--- config.mk ---
export PLATFORM = sky130hd
export DESIGN_NAME = backprop_weight_update
export DESIGN_NICKNAME = d
export VERILOG_FILES = /design/src/rtl/backprop_weight_update.sv
export SDC_FILE = /design/constraint.sdc
export NUM_CORES = 1
export LEC_CHECK = 0
export ABC_CLOCK_PERIOD_IN_PS = 4050
export CAP_MARGIN = 30
export CORE_ASPECT_RATIO = 0.7
export CORE_MARGIN = 2
export CORE_UTILIZATION = 30
export DETAILED_ROUTE_END_ITERATION = 12
export PLACE_DENSITY = 0.57
export REMOVE_ABC_BUFFERS = 1
export SLEW_MARGIN = 20
export SYNTH_ARGS = -nofsm -noshare
export SYNTH_HDL_FRONTEND = slang
export SYNTH_SLANG_ARGS = --single-unit
--- constraint.sdc ---
create_clock -name clk_i -period 4.05 [get_ports clk_i]
set_input_delay 0.81 -clock clk_i [delete_from_list [all_inputs] [get_ports clk_i]]
set_output_delay 0.81 -clock clk_i [all_outputs]
set_load 0.005 [all_outputs]
--- src/rtl/backprop_weight_update.sv ---
// Serial backward-pass weight updater: captures error and input features on a
// start request, then rewrites one hidden-neuron weight per cycle with saturation.
module backprop_weight_update #(
  parameter int WEIGHT_W = 8,
  parameter int ERR_W    = 12,
  parameter int LR_SHIFT = 2,
  parameter int W0_INIT  = 1,
  parameter int W1_INIT  = 2,
  parameter int W2_INIT  = 3,
  parameter int W3_INIT  = 4
) (
  input  logic                clk_i,
  input  logic                rst_i,
  input  logic                en_i,
  input  logic                init_i,
  input  logic                start_i,
  input  logic [ERR_W-1:0]    err_i,
  input  logic [3:0]          x_i,
  output logic [WEIGHT_W-1:0] w0_o,
  output logic [WEIGHT_W-1:0] w1_o,
  output logic [WEIGHT_W-1:0] w2_o,
  output logic [WEIGHT_W-1:0] w3_o,
  output logic                busy_o,
  output logic                done_o,
  output logic                sat_o
);

  localparam int SUM_W = WEIGHT_W + ERR_W + 1;
  localparam logic signed [SUM_W-1:0] W_MAX = SUM_W'((1 << (WEIGHT_W - 1)) - 1);
  localparam logic signed [SUM_W-1:0] W_MIN = ~W_MAX;

  typedef enum logic [2:0] {
    IDLE = 3'd0,
    UPD0 = 3'd1,
    UPD1 = 3'd2,
    UPD2 = 3'd3,
    UPD3 = 3'd4
  } state_t;

  state_t state, state_nxt;

  logic signed [ERR_W-1:0]    err_q;
  logic [3:0]                 x_q;
  logic signed [WEIGHT_W-1:0] w_q [4];
  logic                       done_q;
  logic                       sat_q;

  logic [1:0]                 upd_idx;
  logic                       upd_act;
  logic signed [ERR_W-1:0]    delta;
  logic signed [SUM_W-1:0]    upd_sum;
  logic signed [WEIGHT_W-1:0] upd_w;
  logic                       upd_clamp;
  logic                       upd_wr;

  function automatic logic signed [WEIGHT_W-1:0] sat_clamp(input logic signed [SUM_W-1:0] v);
    if (v > W_MAX)      sat_clamp = W_MAX[WEIGHT_W-1:0];
    else if (v < W_MIN) sat_clamp = W_MIN[WEIGHT_W-1:0];
    else                sat_clamp = v[WEIGHT_W-1:0];
  endfunction

  function automatic logic sat_hit(input logic signed [SUM_W-1:0] v);
    sat_hit = (v > W_MAX) || (v < W_MIN);
  endfunction

  always_comb begin
    state_nxt = state;
    upd_idx   = 2'd0;
    upd_act   = 1'b0;
    case (state)
      IDLE: if (start_i) state_nxt = UPD0;
      UPD0: begin state_nxt = UPD1; upd_idx = 2'd0; upd_act = 1'b1; end
      UPD1: begin state_nxt = UPD2; upd_idx = 2'd1; upd_act = 1'b1; end
      UPD2: begin state_nxt = UPD3; upd_idx = 2'd2; upd_act = 1'b1; end
      UPD3: begin state_nxt = IDLE; upd_idx = 2'd3; upd_act = 1'b1; end
      default: state_nxt = IDLE;
    endcase
  end

  // Update datapath: floor-scaled error subtracted at full width, then clamped
  always_comb begin
    delta     = err_q >>> LR_SHIFT;
    upd_sum   = $signed({{(SUM_W-WEIGHT_W){w_q[upd_idx][WEIGHT_W-1]}}, w_q[upd_idx]})
              - $signed({{(SUM_W-ERR_W){delta[ERR_W-1]}}, delta});
    upd_w     = sat_clamp(upd_sum);
    upd_clamp = sat_hit(upd_sum);
    upd_wr    = upd_act && x_q[upd_idx];
  end

  always_ff @(posedge clk_i) begin
    if (!rst_i) begin
      state <= IDLE;
    end else if (en_i) begin
      if (init_i) state <= IDLE;
      else        state <= state_nxt;
    end
  end

  always_ff @(posedge clk_i) begin
    if (!rst_i) begin
      err_q  <= '0;
      x_q    <= '0;
      done_q <= 1'b0;
      sat_q  <= 1'b0;
      w_q[0] <= WEIGHT_W'(W0_INIT);
      w_q[1] <= WEIGHT_W'(W1_INIT);
      w_q[2] <= WEIGHT_W'(W2_INIT);
      w_q[3] <= WEIGHT_W'(W3_INIT);
    end else if (en_i) begin
      if (init_i) begin
        done_q <= 1'b0;
        sat_q  <= 1'b0;
        w_q[0] <= WEIGHT_W'(W0_INIT);
        w_q[1] <= WEIGHT_W'(W1_INIT);
        w_q[2] <= WEIGHT_W'(W2_INIT);
        w_q[3] <= WEIGHT_W'(W3_INIT);
      end else begin
        done_q <= (state == UPD3);
        if (state == IDLE && start_i) begin
          err_q <= $signed(err_i);
          x_q   <= x_i;
        end
        if (upd_wr) begin
          w_q[upd_idx] <= upd_w;
          if (upd_clamp) sat_q <= 1'b1;
        end
      end
    end
  end

  assign w0_o   = w_q[0];
  assign w1_o   = w_q[1];
  assign w2_o   = w_q[2];
  assign w3_o   = w_q[3];
  assign busy_o = (state != IDLE);
  assign done_o = done_q;
  assign sat_o  = sat_q;

endmodule

==> results.yml, run 1 <==
layout:
  drive_gt1_frac: 0.113
  seq_area_mm2: 0.00135
  multi_input_area_mm2: 0.00148
  area_delta_synth_final_pct: 32.2
  nFillCells: 928
  final_net_count: 375
  antenna_cells: 0
min_path:
  holdPathStages: 1
  holdPathEnd: "sat_o$_SDFFE_PN0P_"
  min-delay-path-class: "register to register"
  min_from: "sat_o$_SDFFE_PN0P_"
clocking:
  clock_latency_ps: 300
  clkSlewWorstSetupHoldPaths_ps: 70
  clock_tree.buffer_depth: 2
  root_buffer: "clkbuf_16"
  cts_tree: "built"
  cts_hold_buf: 0
  ctsHtreeMaxLevel: 2
  cts_inserted_buffers: 5
  cts.sink_count: 51
sta:
  tightest_slew_ps: 756
  hold_viol: 0
  setup_ws_ps: 223
  final-setup-viol-count: 0
  max_freq_mhz: 261
  min_period_over_period: 0.945
  period_needed_ps: 3830
  relSlewSlack: 0.491
  skew_ps: 6.22
  slew_viol_final: 0
logic_synthesis:
  synth_top_family_by_area: "compound AO/OA/AOI/OAI gates"
  synth_compound_area_frac: 0.198
  yosysTopAreaCell: "edfxtp_1"
  synth_flop_cell: "edfxtp_1"
  postSynthCellCount: 285
  synthXorXnorAreaFrac: 0.0182
  ys_ff_latch: 51
  syn_area_per_cell_um2: 10.1
  yosys-mux-area-fraction: 0.0555
  yosysWarningCount: 0
  ys_types: 50
  synth_top_area_share: 0.333
  yosysSeqAreaShare: 0.465
  synth_fa_ha_area_frac: 0.0503
  syn_area_mm2: 0.00289
  ys_top_cells_by_area: "edfxtp_1 (33%), dfxtp_1 (13%), mux2i_1 (5.5%), ha_1 (4.3%), nor3_1 (4.3%)"
  async_flop_share: 0
  synth_simple_gate_area_frac: 0.174
  synth-edff-count: 32
power:
  p_per_area_mw_per_mm2: 351
  power_mw: 1.34
  vdd_drop_max_v: 0.000163
  power.leakage_nw: 1.34
worst_setup_path:
  worst-setup-path-type: "register to register"
  critPathRequiredTime_ps: 4080
  rr_endpoint: "w_q[3][4]$_SDFFCE_PN0P_"
  arrival_ps: 3860
  crit_chain: "inv_1 -> nor2_1 -> a221oi_2 -> nor2_1 -> a31oi_1 -> ha_2 -> inv_1 -> fa_1 -> a21o_1 -> a221oi_2 -> buf_4 -> o2111a_1 -> a311oi_4 -> buf_4 -> nor3_1 -> nor3_1"
  worst_setup_path_start_kind: "register"
  rrSetupSlack_ps: 220
  crit_path_max_fanout: 7
  reg2regPathDepth: 16
  cpMaxStageDelayCell: "nor3_1"
  r2r_start: "state[1]$_SDFFE_PN0P_"
  crit_path_end_kind: "register"
  max_stage_delay_ps: 430
grt:
  antenna_found_initial: 0
  grt-ovfl-total: 0
  grt_pass1_vias: 2259
  grt_pass1_wl_um: 12000
  grt_max_degree: 25
  grt.total_usage: 0.148
die:
  io_pins: 56
  die-area_mm2: 0.0104
  die_x_um: 121
  start_util: 0.313
  die_y_um: 86.1
  row_count: 29
  core_area_mm2: 0.00922
routing:
  drt-pass1-iter-count: 4
  vias_per_cell: 5.13
  antenna_left: 0
  dr_total_vias: 2402
  drc: 0
  drt_iter0_markers: 193
  totalWireLength_um: 7670
  avgRoutedWirePerCell_um: 16.4
place:
  dp_hpwl_um: 5850
  pre_cts_ws_ps: 131
  portBuffers: 53
  gp_congestion: 0.829
status:
  status: "complete, no violations"
run:
  drv_cap: 0
how the worst max path moves through the flow:
stage                                startpoint                      end  slack, ps  depth (start not counted)
after global placement    state[1]$_SDFFE_PN0P_  w_q[3][5]$_SDFFCE_PN0P_        190                         16
after floorplan           state[1]$_SDFFE_PN0P_  w_q[0][0]$_SDFFCE_PN1P_        220                         16
after CTS                 state[2]$_SDFFE_PN0P_  w_q[2][5]$_SDFFCE_PN0P_        120                         14
after detailed placement  state[2]$_SDFFE_PN0P_  w_q[2][5]$_SDFFCE_PN0P_        130                         14
final                     state[1]$_SDFFE_PN0P_  w_q[3][4]$_SDFFCE_PN0P_        220                         16
after global routing      state[1]$_SDFFE_PN0P_  w_q[0][6]$_SDFFCE_PN0P_        -40                         17
area by class of cell:
class | count | area share
Tap cell | 124 | 0.0407
Sequential cell | 51 | 0.353
Clock buffer | 5 | 0.0328
Inverter | 15 | 0.0148
Multi-Input combinational cell | 205 | 0.387
Timing Repair Buffer | 65 | 0.167
Clock inverter | 3 | 0.00525
critical path, delay by kind of cell, from the launching register on:
kind / cells / cell delay [ps]
flip-flops: 1 / 350
AND/OR/NAND/NOR: 4 / 720
buffers and inverters: 4 / 540
adder cells (fa/ha/maj): 2 / 600
AO/OA/AOI/OAI: 6 / 1350
metrics by stage:
step / cell area (um^2) / TNS (ps) / utilization / cells / hold slack, ps
finish: 3810 / 0 / 0.414 / 468 / 510
detailed placement: 3590 / 0 / 0.389 / 456 / 499
floorplan: 2830 / 0 / - / 271 / 466
global placement: 3590 / 0 / 0.389 / 456 / 490
global route: 3810 / -146 / 0.414 / 468 / 540
CTS: 3730 / 0 / 0.405 / 464 / 514
synthesized netlist by cell type (all sizes together) (2+ instances only):
cell,instances
inv,15
clkbuf,11
nand2,14
dfxtp,19
nor2b,17
o22ai,14
o22a,7
buf,3
a21o,4
nand3,5
nor2,22
ha,10
mux2i,16
o21ai,5
o21bai,5
nor3,25
edfxtp,32
o2111ai,2
nand2b,4
and3,3
a21oi,15
a31oi,2
nand4,2
a221oi,3
xnor2,3
a311oi,3
xor2,3
and2,4
placed cells by master, fill, tap and decap left out, drive strengths merged, types with 12 or more instances in the layout:
cell / n
clkdlybuf4s50: 53
edfxtp: 32
nor3: 25
nor2: 22
dfxtp: 19
nor2b: 17
mux2i: 16
inv: 15
a21oi: 15
nand2: 14
o22ai: 14
buf: 12
flip-flops by register name (all words and copies together), names as in the netlist:
signal and cells:
done_o 1, err_q 10, sat_o 1, state 3, w_q 32, x_q 4
cells by family (layout without fill, tap and decap cells):
logic type | Yosys count | after routing
and+or+nand+nor | 99 | 99
xor gates and xnor gates | 6 | 6
AOI/OAI and AO/OA | 73 | 73
adders and majority gates | 11 | 11
buffers and inverters | 29 | 88
DFF | 51 | 51
muxes | 16 | 16
timing repair:
item | 4_1_cts | 5_1_grt
setup endpoints to repair | 0 | 28
resized for setup | 0 | 12
buffers inserted | 0 | 4
metal layers:
layer,track usage,part of all wire,vias to the layer above
met4,0.0345,0.0099,0
met3,0.0399,0.072,8
met5,0,0,-
li1,-,-,1179
met1,0.226,0.51,1156
met2,0.206,0.41,59
power breakdown:
part | internal, mW | leakage, nW | switching [mW]
Combinational | 0.148 | 0.798 | 0.182
Clock | 0.228 | 0.0674 | 0.198
Sequential | 0.570 | 0.480 | 0.0140
Total | 0.946 | 1.34 | 0.394
Note: power is estimated with default switching activity, not from simulation.
==> run 2, diff against run 1 <==
- ABC_CLOCK_PERIOD_IN_PS: 4050 -> 4700
- PLACE_DENSITY: 0.57 -> 0.55
- clock period: 4.05 -> 4.7 ns (I/O delays scaled with it)
==> run 2 against run 1 <==
Against the previous run:
- worst hold slack got worse by 21 ps
- largest cell class unchanged
- maximum frequency decreased by 10%
- clock skew about the same
- via count is 0.29% higher
- die area unchanged
- clock-buffer cell count grew 1
- register-to-register slack improved by 220 ps
- combinational power down 24%
- setup slack improved by 220 ps
- power shrank 8.5%
- wire length is 1.4% lower
==> results.yml, run 2 (synthesized netlist as in run 1, its figures left out) <==
status:
  status: "complete, no violations"
worst_setup_path:
  worst_setup_path_start_kind: "register"
  rrSetupSlack_ps: 450
  crit_path_end_kind: "register"
  critPathRequiredTime_ps: 4830
  rr_endpoint: "w_q[3][5]$_SDFFCE_PN0P_"
  cpMaxStageDelayCell: "dfxtp_1"
  reg2regPathDepth: 16
  crit_path_max_fanout: 13
  max_stage_delay_ps: 630
  r2r_start: "state[1]$_SDFFE_PN0P_"
  worst-setup-path-type: "register to register"
  arrival_ps: 4380
  path_common_cell: "inv_1"
  crit_chain: "inv_1 -> nand2_1 -> inv_1 -> a221oi_1 -> nor2_1 -> a31oi_1 -> ha_1 -> inv_1 -> fa_1 -> a21o_1 -> a221oi_2 -> mux2i_1 -> nand3_2 -> a311oi_4 -> nor3_1 -> nor3_1"
routing:
  dr_total_vias: 2409
  drt_iter0_markers: 158
  drt-pass1-iter-count: 4
  vias_per_cell: 5.21
  totalWireLength_um: 7570
  drc: 0
  avgRoutedWirePerCell_um: 16.4
  antenna_left: 0
clocking:
  cts_hold_buf: 0
  ctsResizeCount: 0
  cts_inserted_buffers: 5
  cts_tree: "built"
  clock_latency_ps: 290
  clock_tree.buffer_depth: 2
  root_buffer: "clkbuf_16"
  ctsHtreeMaxLevel: 2
  clkSlewWorstSetupHoldPaths_ps: 70
  cts.sink_count: 51
  postCtsSetupRepairBufs: 0
sta:
  period_needed_ps: 4250
  final-setup-viol-count: 0
  tightest_slew_ps: 708
  min_period_over_period: 0.905
  relSlewSlack: 0.524
  hold_viol: 0
  setup-tns-final_ps: 0
  max_freq_mhz: 235
  slew_viol_final: 0
  skew_ps: 5.95
  rsz0062_at_grt: "false"
die:
  row_count: 29
  start_util: 0.313
  die_x_um: 121
  io_pins: 56
  die_y_um: 86.1
  die-area_mm2: 0.0104
  core_area_mm2: 0.00922
run:
  drv_cap: 0
layout:
  top_regs: "w_q: 32 flops, err_q: 10 flops, x_q: 4 flops"
  nFillCells: 929
  layout.cells.non_filler: 462
  most-common-layout-cells: "clkdlybuf4s50_1 (53), edfxtp_1 (32), nor3_1 (25)"
  final_common_cell: "clkdlybuf4s50_1"
  antenna_cells: 0
  final_net_count: 369
  multi_input_area_mm2: 0.00143
  largest_reg_flops: 32
  registers.top_by_ff_count: "w_q"
  drive_gt1_frac: 0.0680
  seq_area_mm2: 0.00134
  area_delta_synth_final_pct: 29.9
grt:
  grt-ovfl-total: 0
  antenna_found_initial: 0
  grt_pass1_wl_um: 12200
  grt_max_degree: 25
  grt_pass1_vias: 2325
  grt.total_usage: 0.152
power:
  vdd_drop_max_v: 0.000195
  p_per_area_mw_per_mm2: 327
  power.leakage_nw: 1.32
min_path:
  min_from: "sat_o$_SDFFE_PN0P_"
  min-delay-path-class: "register to register"
  holdPathEnd: "sat_o$_SDFFE_PN0P_"
  holdPathStages: 1
place:
  gp_congestion: 0.839
  dp.cells: 454
  dp_hpwl_um: 5900
  portBuffers: 53
## run 2: cell types whose count changed in the layout (fill, tap and decap cells not counted), moves of 2 or more
cell	delta
buf_4	-4
nor3_1	+4
nor3_2	-4
dfxtp_1	+3
dfxtp_2	-3
a221oi_1	+2
a221oi_2	-2
bufinv_16	+2
## run 2: worst max path at each step
stage	start	endpoint	slack (ps)	cells past startpoint
final	state[1]$_SDFFE_PN0P_	w_q[3][5]$_SDFFCE_PN0P_	450	16
after global routing	state[1]$_SDFFE_PN0P_	w_q[0][4]$_SDFFCE_PN0P_	20	16
after CTS	state[1]$_SDFFE_PN0P_	w_q[3][5]$_SDFFCE_PN0P_	430	16
after detailed placement	state[1]$_SDFFE_PN0P_	w_q[3][5]$_SDFFCE_PN0P_	450	16
after global placement	state[1]$_SDFFE_PN0P_	w_q[3][5]$_SDFFCE_PN0P_	510	16
after floorplan	state[1]$_SDFFE_PN0P_	w_q[0][0]$_SDFFCE_PN1P_	870	16
## run 2: layout make-up
cell class | instances | share of cell area
Sequential cell | 51 | 0.358
Timing Repair Buffer | 59 | 0.153
Clock inverter | 2 | 0.0160
Inverter | 15 | 0.0150
Multi-Input combinational cell | 205 | 0.382
Clock buffer | 6 | 0.0344
Tap cell | 124 | 0.0414
## run 2: per-stage QoR
stage,power (mW),cell area [um^2],utilization,hold WS (ps),setup slack [ps]
floorplan,0.674,2830,-,466,870
global placement,0.764,3560,0.386,489,513
detailed placement,0.765,3560,0.386,487,454
CTS,1.23,3750,0.407,503,426
global route,1.27,3750,0.407,529,22.4
finish,1.23,3750,0.407,489,446
## run 2: power breakdown
group	internal (mW)	leakage [nW]	switching (mW)
clock	0.306	0.0911	0.166
sequential	0.491	0.478	0.0116
combinational	0.106	0.755	0.146
## run 2: critical path, delay by kind of cell, from the launching register on
kind                       cells  cell delay [ps]
AOI/OAI and AO/OA              5             1480
adders and majority gates      2              600
buffers and inverters          3              260
DFF                            1              630
muxes                          1              310
and+or+nand+nor                5              800
## run 2: layer usage
layer / part of all wire / GRT usage
met1: 0.51 / 0.232
met2: 0.41 / 0.217
met3: 0.072 / 0.0379
met4: 0.0058 / 0.0282
met5: 0 / 0
